`config.mk`:
```
export PLATFORM = sky130hd
export DESIGN_NAME = if_stage_flat
export DESIGN_NICKNAME = d
export VERILOG_FILES = /design/src/rtl/if_stage_if.sv /design/src/rtl/if_stage.sv /design/src/flat_wrapper.sv
export SDC_FILE = /design/constraint.sdc
export NUM_CORES = 1
export LEC_CHECK = 0
export CORE_MARGIN = 2
export CORE_UTILIZATION = 40
export DETAILED_ROUTE_END_ITERATION = 6
export PLACE_DENSITY = 0.76
export SETUP_SLACK_MARGIN = 0.1
export SYNTH_ARGS = -nofsm -noshare
export SYNTH_HDL_FRONTEND = slang
export SYNTH_SLANG_ARGS = --single-unit
```
`constraint.sdc`:
```
create_clock -name clk -period 4.27 [get_ports clk]
set_input_delay 0.6405 -clock clk [delete_from_list [all_inputs] [get_ports clk]]
set_output_delay 0.6405 -clock clk [all_outputs]
set_load 0.02 [all_outputs]
```
`src/rtl/if_stage_if.sv`:
```
// Bundle of the fetch stage's control, ROM and IF/ID signals.
// The control/ROM side uses "master"; the fetch stage itself uses "slave".
interface if_stage_if;
  logic [1:0]  stall;
  logic        branch_flag;
  logic [31:0] branch_target;
  logic        flush;
  logic [31:0] new_pc;
  logic [31:0] rom_inst;
  logic        rom_ce;
  logic [31:0] pc;
  logic [31:0] id_pc;
  logic [31:0] id_inst;
  logic        id_valid;

  modport master (
    output stall, branch_flag, branch_target, flush, new_pc, rom_inst,
    input  rom_ce, pc, id_pc, id_inst, id_valid
  );

  modport slave (
    input  stall, branch_flag, branch_target, flush, new_pc, rom_inst,
    output rom_ce, pc, id_pc, id_inst, id_valid
  );
endinterface

```
`src/rtl/if_stage.sv`:
```
// OpenMIPS instruction-fetch stage: program counter, ROM enable and IF/ID register.
// Redirect priority: ROM-disabled restart, flush, stall hold, delayed branch, sequential.
module if_stage #(
  parameter logic [31:0] RESET_PC = 32'h0000_0000,
  parameter logic [31:0] NOP_INST = 32'h0000_0000
) (
  input  logic      clk,
  input  logic      rst,
  if_stage_if.slave bus
);

  logic        rom_ce_q,   rom_ce_d;
  logic [31:0] pc_q,       pc_d;
  logic [31:0] id_pc_q,    id_pc_d;
  logic [31:0] id_inst_q,  id_inst_d;
  logic        id_valid_q, id_valid_d;

  // The ROM is enabled from the first edge after reset release onwards.
  always_comb begin
    rom_ce_d = 1'b1;
  end

  // A branch seen while any stall is active is intentionally dropped.
  always_comb begin
    pc_d = pc_q;
    if (!rom_ce_q) begin
      pc_d = RESET_PC;
    end else if (bus.flush) begin
      pc_d = bus.new_pc & ~32'h3;
    end else if (bus.stall != 2'b00) begin
      pc_d = pc_q;
    end else if (bus.branch_flag) begin
      pc_d = bus.branch_target & ~32'h3;
    end else begin
      pc_d = pc_q + 32'd4;
    end
  end

  always_comb begin
    id_pc_d    = id_pc_q;
    id_inst_d  = id_inst_q;
    id_valid_d = id_valid_q;
    if (bus.flush) begin
      id_pc_d    = 32'h0;
      id_inst_d  = NOP_INST;
      id_valid_d = 1'b0;
    end else if (bus.stall[1]) begin
      id_pc_d    = id_pc_q;
      id_inst_d  = id_inst_q;
      id_valid_d = id_valid_q;
    end else if (bus.stall[0]) begin
      id_pc_d    = 32'h0;
      id_inst_d  = NOP_INST;
      id_valid_d = 1'b0;
    end else begin
      id_pc_d    = pc_q;
      id_inst_d  = rom_ce_q ? bus.rom_inst : NOP_INST;
      id_valid_d = rom_ce_q;
    end
  end

  always_ff @(posedge clk or negedge rst) begin
    if (!rst) begin
      rom_ce_q   <= 1'b0;
      pc_q       <= RESET_PC;
      id_pc_q    <= 32'h0;
      id_inst_q  <= NOP_INST;
      id_valid_q <= 1'b0;
    end else begin
      rom_ce_q   <= rom_ce_d;
      pc_q       <= pc_d;
      id_pc_q    <= id_pc_d;
      id_inst_q  <= id_inst_d;
      id_valid_q <= id_valid_d;
    end
  end

  assign bus.rom_ce   = rom_ce_q;
  assign bus.pc       = pc_q;
  assign bus.id_pc    = id_pc_q;
  assign bus.id_inst  = id_inst_q;
  assign bus.id_valid = id_valid_q;

endmodule
```
`src/flat_wrapper.sv`:
```
// flat-port wrapper written by rule: the top's interface ports become plain ports
module if_stage_flat 
#(
  parameter logic [31:0] RESET_PC = 32'h0000_0000,
  parameter logic [31:0] NOP_INST = 32'h0000_0000
)
  (clk, rst, bus_stall, bus_branch_flag, bus_branch_target, bus_flush, bus_new_pc, bus_rom_inst, bus_rom_ce, bus_pc, bus_id_pc, bus_id_inst, bus_id_valid);
  if_stage_if bus_i ();
  input  logic clk;
  input  logic rst;
  input wire logic [$bits(bus_i.stall)-1:0] bus_stall;
  input wire logic [$bits(bus_i.branch_flag)-1:0] bus_branch_flag;
  input wire logic [$bits(bus_i.branch_target)-1:0] bus_branch_target;
  input wire logic [$bits(bus_i.flush)-1:0] bus_flush;
  input wire logic [$bits(bus_i.new_pc)-1:0] bus_new_pc;
  input wire logic [$bits(bus_i.rom_inst)-1:0] bus_rom_inst;
  output wire logic [$bits(bus_i.rom_ce)-1:0] bus_rom_ce;
  output wire logic [$bits(bus_i.pc)-1:0] bus_pc;
  output wire logic [$bits(bus_i.id_pc)-1:0] bus_id_pc;
  output wire logic [$bits(bus_i.id_inst)-1:0] bus_id_inst;
  output wire logic [$bits(bus_i.id_valid)-1:0] bus_id_valid;
  assign bus_i.stall = bus_stall;
  assign bus_i.branch_flag = bus_branch_flag;
  assign bus_i.branch_target = bus_branch_target;
  assign bus_i.flush = bus_flush;
  assign bus_i.new_pc = bus_new_pc;
  assign bus_i.rom_inst = bus_rom_inst;
  assign bus_rom_ce = bus_i.rom_ce;
  assign bus_pc = bus_i.pc;
  assign bus_id_pc = bus_i.id_pc;
  assign bus_id_inst = bus_i.id_inst;
  assign bus_id_valid = bus_i.id_valid;
  if_stage #(.RESET_PC(RESET_PC), .NOP_INST(NOP_INST)) u_core (.clk(clk), .rst(rst), .bus(bus_i));
endmodule
```
==> metrics.txt, run 1 <==
Post-CTS Setup Inserts=0; max incr delay on CP=0.71 ns; Maximum Capacitance Violations=0; routability congestion estimate=0.895; Layout Cells excl Fill=780; largest net degree at the start of global routing=67; Mean Syn Cell Area=10.3 um2; number of flops mapped to enable cells by yosys=0; vias per cell=5.96; WL/cell=20.1 um; fraction of layout cells with a size suffix above 1=0.0628; Detail Route Antenna Nets=0; Min Clock Period, post-route=2.74 ns; worst flop-to-flop path startpoint=u_core.bus.pc[2]; Pins Over Slew Limit=0; Nets=735; clk_lat worst skew=0.35 ns; vias in the first global route=4559; boundary pin count=200; cts hold-fix bufs=0; CP Data Required Time=4.55 ns; worst-case reg-to-reg path depth=6; crit path max-delay cell type=a21oi_1; Critical Path End Type=register; Synth Warn #=0; die height=112 um; Synth area leaders=dfrtp_1, a22o_1, o21ai_0; num rows=39; Final Skew=0.00818 ns; CTS H-Tree Depth=3; clock sinks=95; initial antenna violation count=0; register area share after synthesis=0.511; drt first pass iters=5; Placement Setup Slack=1.30 ns; cts repair resizes=0; starting density of the core=0.409; core area=0.0114 mm2; Critical Path Start Type=input port; drc violations=0; Slew @ Worst Pin=0.978 ns; CTS root buf=clkbuf_16; most frequent cells in the layout=clkdlybuf4s50_1, dfrtp_1, a22o_1; I/O Buffers=193; setup violators final=0; Tcrit/Tclk final=0.642; first-pass GRT wire length=24.8 mm; most common cell after layout, fill and taps aside=clkdlybuf4s50_1; Synth Register Bits=95; detailed placement HPWL=11.0 mm; reg-to-reg endpoint=u_core.bus.pc[30]; fin worst setup slack=1.53 ns; FF-to-FF setup slack=1.69 ns; cell taking the most area after synthesis=dfrtp_1; Critical Path, Cell by Cell=clkdlybuf4s50_1 -> or2_2 -> a21oi_1 -> o221ai_1 -> o21ai_0 -> o2bb2ai_1; Hold WC Path Type=in -> async; DIE AREA=0.0125 mm2; final hold vios=0; Synth top area share=0.511; grt ovf=0; slew margin rel.=0.342; worst-path maximum fanout=10; Yosys cell types=60; outcome=finished, final reports clean; clock slew at reported path FFs=0.07 ns; Post-Syn Instances=452; Crit path max-delay family=compound AO/OA/AOI/OAI gates; RSZ-0062 raised after global routing=false; static leakage=0.00290 uW; critical path type=in -> reg; synthesis-to-finish area growth=50.6%; worst path buffer plus inverter count=1; Die X=112 um; first-iteration detailed-routing DRC count=396; Async S/R FF share, synth=1.00; Critical Path AT=3.02 ns; highest clock rate=365 MHz; Power Density=313 mW/mm2; Num CTS Buffers=9; Routed WL=15.7 mm; # diodes=0; Global Route Usage Sum=0.251; Max IR drop VDD=0.206 mV; CTS max path bufs=2; DR vias=4648; Synth Flop Type=dfrtp_1; setup TNS=0 ns; CTS tree=yes; synthesized area=0.00465 mm2; placed cells=764
## worst register-to-register path: cells and delay by family, from the launching register on
family,cells,cell delay (ns)
AOI/OAI and AO/OA,1,0.18
xor gates and xnor gates,1,0.20
adders and majority gates,1,0.25
DFF,1,0.48
and+or+nand+nor,3,1.40
## worst max path at each step
stage / startpoint / to / slack [ns] / depth (start not counted)
4_1_cts: bus_stall[1] / u_core.bus.pc[22] / 1.58 / 6
2_1_floorplan: u_core.bus.pc[2] / u_core.bus.pc[28] / 2.10 / 6
3_5_place_dp: bus_stall[1] / u_core.bus.pc[15] / 1.30 / 6
5_1_grt: bus_stall[1] / u_core.bus.pc[22] / 1.48 / 6
6_report: bus_stall[1] / u_core.bus.pc[22] / 1.53 / 6
3_3_place_gp: bus_stall[1] / u_core.bus.pc[22] / 1.35 / 6
## flip-flops by register name, indices dropped and copies added, names as in the netlist
signal / count
u_core.bus.id_valid: 1
u_core.bus.pc: 30
u_core.bus.rom_ce: 1
u_core.bus.id_inst: 32
u_core.bus.id_pc: 31
## cell type report
class | count | area, um2
fillers | 986 | 4370
flip-flops and latches | 95 | 2380
clock inverters | 7 | 71.3
repair buffers | 203 | 2000
multi-input cells | 315 | 2110
well taps | 143 | 179
clock buffers | 9 | 225
inverters | 8 | 30.0
## logic make-up after synthesis
logic type                 count (synthesis)  share of synthesized area
AOI/OAI and AO/OA                        174                      0.278
xor gates and xnor gates                   8                     0.0151
adders and majority gates                  1                    0.00269
buffers and inverters                     43                     0.0380
DFF                                       95                      0.511
muxes                                      3                    0.00673
other                                      2                    0.00162
and+or+nand+nor                          126                      0.146
## cell usage after synthesis (4+ instances only)
cell	n
o31ai_1	7
nor3_1	10
nand3_1	14
xor2_1	4
nor2b_1	5
o22ai_1	4
a21oi_1	17
clkbuf_1	25
a22o_1	63
and3_1	5
nand2b_1	5
inv_1	6
nand4_1	11
and2_1	4
a211oi_1	5
a22oi_1	8
nand2_1	30
o21ai_0	35
dfrtp_1	95
buf_1	4
xnor2_1	4
nor2_1	23
## per-stage QoR
| stage | utilization | total power, uW | hold WS, ns | area, um2 |
|---|---|---|---|---|
| 6_report | 0.615 | 2190 | 0.399 | 7000 |
| 5_1_grt | 0.615 | 2270 | 0.479 | 7000 |
| 4_1_cts | 0.615 | 2200 | 0.435 | 7000 |
| 3_5_place_dp | 0.589 | 1400 | 0.485 | 6700 |
| 3_3_place_gp | 0.589 | 1390 | 0.467 | 6700 |
| 2_1_floorplan | - | 1160 | 0.345 | 4650 |
## routing by layer
metal / routed length, um / part of all wire / up-vias / track usage
met2: 7650 / 0.49 / 242 / 0.404
li1: - / - / 2085 / -
met5: 0 / 0 / - / 0
met4: 354 / 0.023 / 0 / 0.0955
met3: 1110 / 0.071 / 28 / 0.0348
met1: 6600 / 0.42 / 2293 / 0.345
## report_power, final
part | leakage, uW | internal [uW] | switching, uW
Clock | 0.000146 | 413 | 394
Combinational | 0.00146 | 197 | 192
Sequential | 0.00129 | 936 | 58.7
Total | 0.00290 | 1550 | 645
(Power assumes the default switching activity.)
==> inputs of run 2 (changes only) <==
--- a/config.mk
+++ b/config.mk
@@ -6,9 +6,9 @@
 export NUM_CORES = 1
 export LEC_CHECK = 0
 export CORE_MARGIN = 2
-export CORE_UTILIZATION = 40
+export CORE_UTILIZATION = 39
 export DETAILED_ROUTE_END_ITERATION = 6
-export PLACE_DENSITY = 0.76
+export PLACE_DENSITY = 0.78
 export SETUP_SLACK_MARGIN = 0.1
 export SYNTH_ARGS = -nofsm -noshare
 export SYNTH_HDL_FRONTEND = slang
==> constraint.sdc (replaced) <==
create_clock -name clk -period 2.3 [get_ports clk]
set_input_delay 0.345 -clock clk [delete_from_list [all_inputs] [get_ports clk]]
set_output_delay 0.345 -clock clk [all_outputs]
set_load 0.02 [all_outputs]
==> run 2 against run 1 <==
  * The flow now finishes with violations (design-rule violations)
  * Global-route usage up 1.0 points
  * Utilization up 2.4 points
  * Largest power group unchanged
  * Setup slack worse by 1.3 ns
  * Cell count up 5.1%
  * Die area up 2.5%
  * Wire length up 5.5%
  * Sequential share of layout area down 1.7 points
  * Non-clock buffer count up 40
  * Power up 94%
  * Sequential cell count unchanged
  * Clock-buffer cell count up 1
==> metrics.txt, run 2 (synthesis results as in run 1) <==
DR vias=4838 (+4.1%); design area=0.00736 mm2 (+5.2%); DIE AREA=0.0128 mm2 (+2.5%); combinational power share=0.193 (+0.015); clk_lat worst skew=0.34 ns (about the same); Clock Power Share=0.379 (+0.011); Min Clock Period, post-route=2.11 ns; fillers=955 (-3.1%); violated checks=design-rule violations; worst-case reg-to-reg path depth=6 (unchanged); Post-CTS Setup Inserts=0 (unchanged); Critical Path Start Type=register; worst flop-to-flop path startpoint=u_core.bus.pc[3]; WL/cell=20.2 um (+0.35%); GR peak layer=met2; die height=113 um (+1.2%); Pint=3120 uW (+100%); fraction of layout cells with a size suffix above 1=0.117 (+0.0539); Max IR drop VDD=0.421 mV (+100%); switching pwr=1140 uW (+77%); CTS max path bufs=2 (unchanged); Die X=113 um (+1.2%); Post-Place Cell Area=0.00702 mm2 (+4.8%); GR Util met2=0.412 (+0.00793); Detail Route Antenna Nets=0 (unchanged); Maximum Capacitance Violations=0 (unchanged); Power Density=578 mW/mm2 (+85%); CP Data Required Time=1.96 ns (-2.59 ns); first-iteration detailed-routing DRC count=400 (+1.0%); most frequent cells in the layout=clkdlybuf4s50_1, dfrtp_1, a22o_1; CTS tree=yes; Routed WL=16.6 mm (+5.5%); WHS Endpoint=u_core.bus.id_valid; worst path buffer plus inverter count=1 (unchanged); worst-path maximum fanout=16 (+6); boundary pin count=200 (unchanged); Critical Path AT=1.77 ns (-1.25 ns); setup violators final=0 (unchanged); number of flip-flops in the largest register=32 (unchanged); Net Sw Frac=0.268 (-0.0265); reg-to-reg endpoint=u_core.bus.pc[28]; hold slack=0.477 ns (+0.0782 ns); critical path type=reg -> out; drc violations=11 (+11); routability congestion estimate=0.908 (+1.4%); hold path depth=2; hold path startpoint=u_core.bus.id_valid; highest clock rate=473 MHz; # diodes=0 (unchanged); drt first pass iters=7 (+2); core area=0.0115 mm2 (+1.3%); grt ovf=0 (unchanged); synthesis-to-finish area growth=58.4%; largest net degree at the start of global routing=56 (-16%); GR Util met1=0.355 (+0.00947); detailed placement HPWL=12.4 mm (+13%); most common cell after layout, fill and taps aside=clkdlybuf4s50_1; Global Route Usage Sum=0.261 (+0.0102); CTS root buf=clkbuf_16; I/O Buffers=193 (unchanged); vias per cell=5.90 (-0.99%); Critical Path End Type=primary output; RSZ-0062 raised after global routing=true; Critical Path, Cell by Cell=clkdlybuf4s50_1; clock slew at reported path FFs=0.07 ns (about the same); Pins Over Slew Limit=0 (unchanged); met3 GRT Util=0.0439 (+0.00908); Hold WC Path Type=reg -> reg; static leakage=0.00312 uW (+7.5%); outcome=finished, violations left; max incr delay on CP=0.72 ns (about the same); setup TNS=0 ns (unchanged); starting density of the core=0.404 (-0.00520); CTS H-Tree Depth=3 (unchanged); Crit path max-delay family=buffers and inverters; crit path max-delay cell type=clkdlybuf4s50_1; vias in the first global route=4952 (+8.6%); clock sinks=95 (unchanged); first-pass GRT wire length=26.3 mm (+5.9%); Seq pwr share=0.428 (-0.026); Final Skew=0.00770 ns (-0.000478 ns); Num CTS Buffers=9 (unchanged); slew margin rel.=0.566 (+0.224); Nets=775 (+5.4%); final hold vios=0 (unchanged); Tcrit/Tclk final=0.919; FF-to-FF setup slack=0.23 ns (-1.46 ns); num rows=39 (unchanged); Slew @ Worst Pin=0.650 ns (-0.329 ns); initial antenna violation count=0 (unchanged)
## run 2: changes by cell type in the layout (fill, tap and decap cells not counted)
cell	delta
dlygate4sd3_1	+1
inv_6	-2
nor2_2	-1
or4_4	+1
bufinv_16	+2
nor2_4	+1
inv_8	-1
buf_12	+2
or4_1	-1
clkinvlp_4	+1
clkinv_8	-1
buf_4	+37
clkbuf_1	+1
## run 2: stage by stage
| step | std cells | total power, uW | utilization | worst slack, ns |
|---|---|---|---|---|
| 2_1_floorplan | 453 | 2160 | - | 0.125 |
| 5_1_grt | 820 | 4440 | 0.639 | 0.0921 |
| 4_1_cts | 820 | 4290 | 0.639 | 0.168 |
| 3_5_place_dp | 803 | 2670 | 0.610 | 0.0480 |
| 6_report | 820 | 4260 | 0.639 | 0.187 |
| 3_3_place_gp | 803 | 2650 | 0.610 | 0.111 |
## run 2: repair_timing
item,4_1_cts,5_1_grt
gates resized for setup,0,1
hold buffers,1,0
endpoints found under the hold margin,31,0
setup endpoints to repair,0,1
## run 2: metal layers
metal  wire length [um]  vias to the layer above
met5                  0                        -
met4                476                        0
met3               1280                       39
met2               7840                      238
met1               6980                     2400
li1                   -                     2161
## run 2: worst max path at each step
| stage | startpoint | end | slack (ns) | depth (start not counted) |
|---|---|---|---|---|
| global route | u_core.bus.pc[3] | u_core.bus.pc[20] | 0.09 | 6 |
| detailed placement | bus_flush | u_core.bus.pc[26] | 0.05 | 6 |
| CTS | u_core.bus.pc[3] | u_core.bus.pc[28] | 0.17 | 6 |
| floorplan | u_core.bus.pc[2] | u_core.bus.pc[28] | 0.13 | 6 |
| finish | u_core.bus.rom_ce | bus_rom_ce | 0.19 | 1 |
| global placement | bus_flush | u_core.bus.pc[15] | 0.11 | 8 |
## run 2: final cells by class
type	instances	area, um2	share of cell area
clock inverter	6	93.8	0.0127
inverter	8	30.0	0.00408
sequential	95	2380	0.323
clock buffer	10	229	0.0311
timing repair buffer	243	2330	0.317
multi-input combinational	315	2120	0.288
tap	143	179	0.0243
## run 2: power by group through the flow
| stage | combinational [uW] | clock (uW) | sequential [uW] |
|---|---|---|---|
| final | 821 | 1620 | 1820 |
| after CTS | 820 | 1650 | 1820 |
| after global placement | 803 | 0 | 1850 |
| after floorplan | 228 | 0 | 1930 |
| after global routing | 877 | 1730 | 1830 |
| after detailed placement | 815 | 0 | 1850 |
## run 2: worst reg2reg max path, stage by stage (launching register included)
cell and delay [ns]:
dfrtp_1 0.35, ha_1 0.23, nand3_1 0.19, or4_4 0.62
nor3_2 0.19, mux2_1 0.33, o221ai_1 0.08
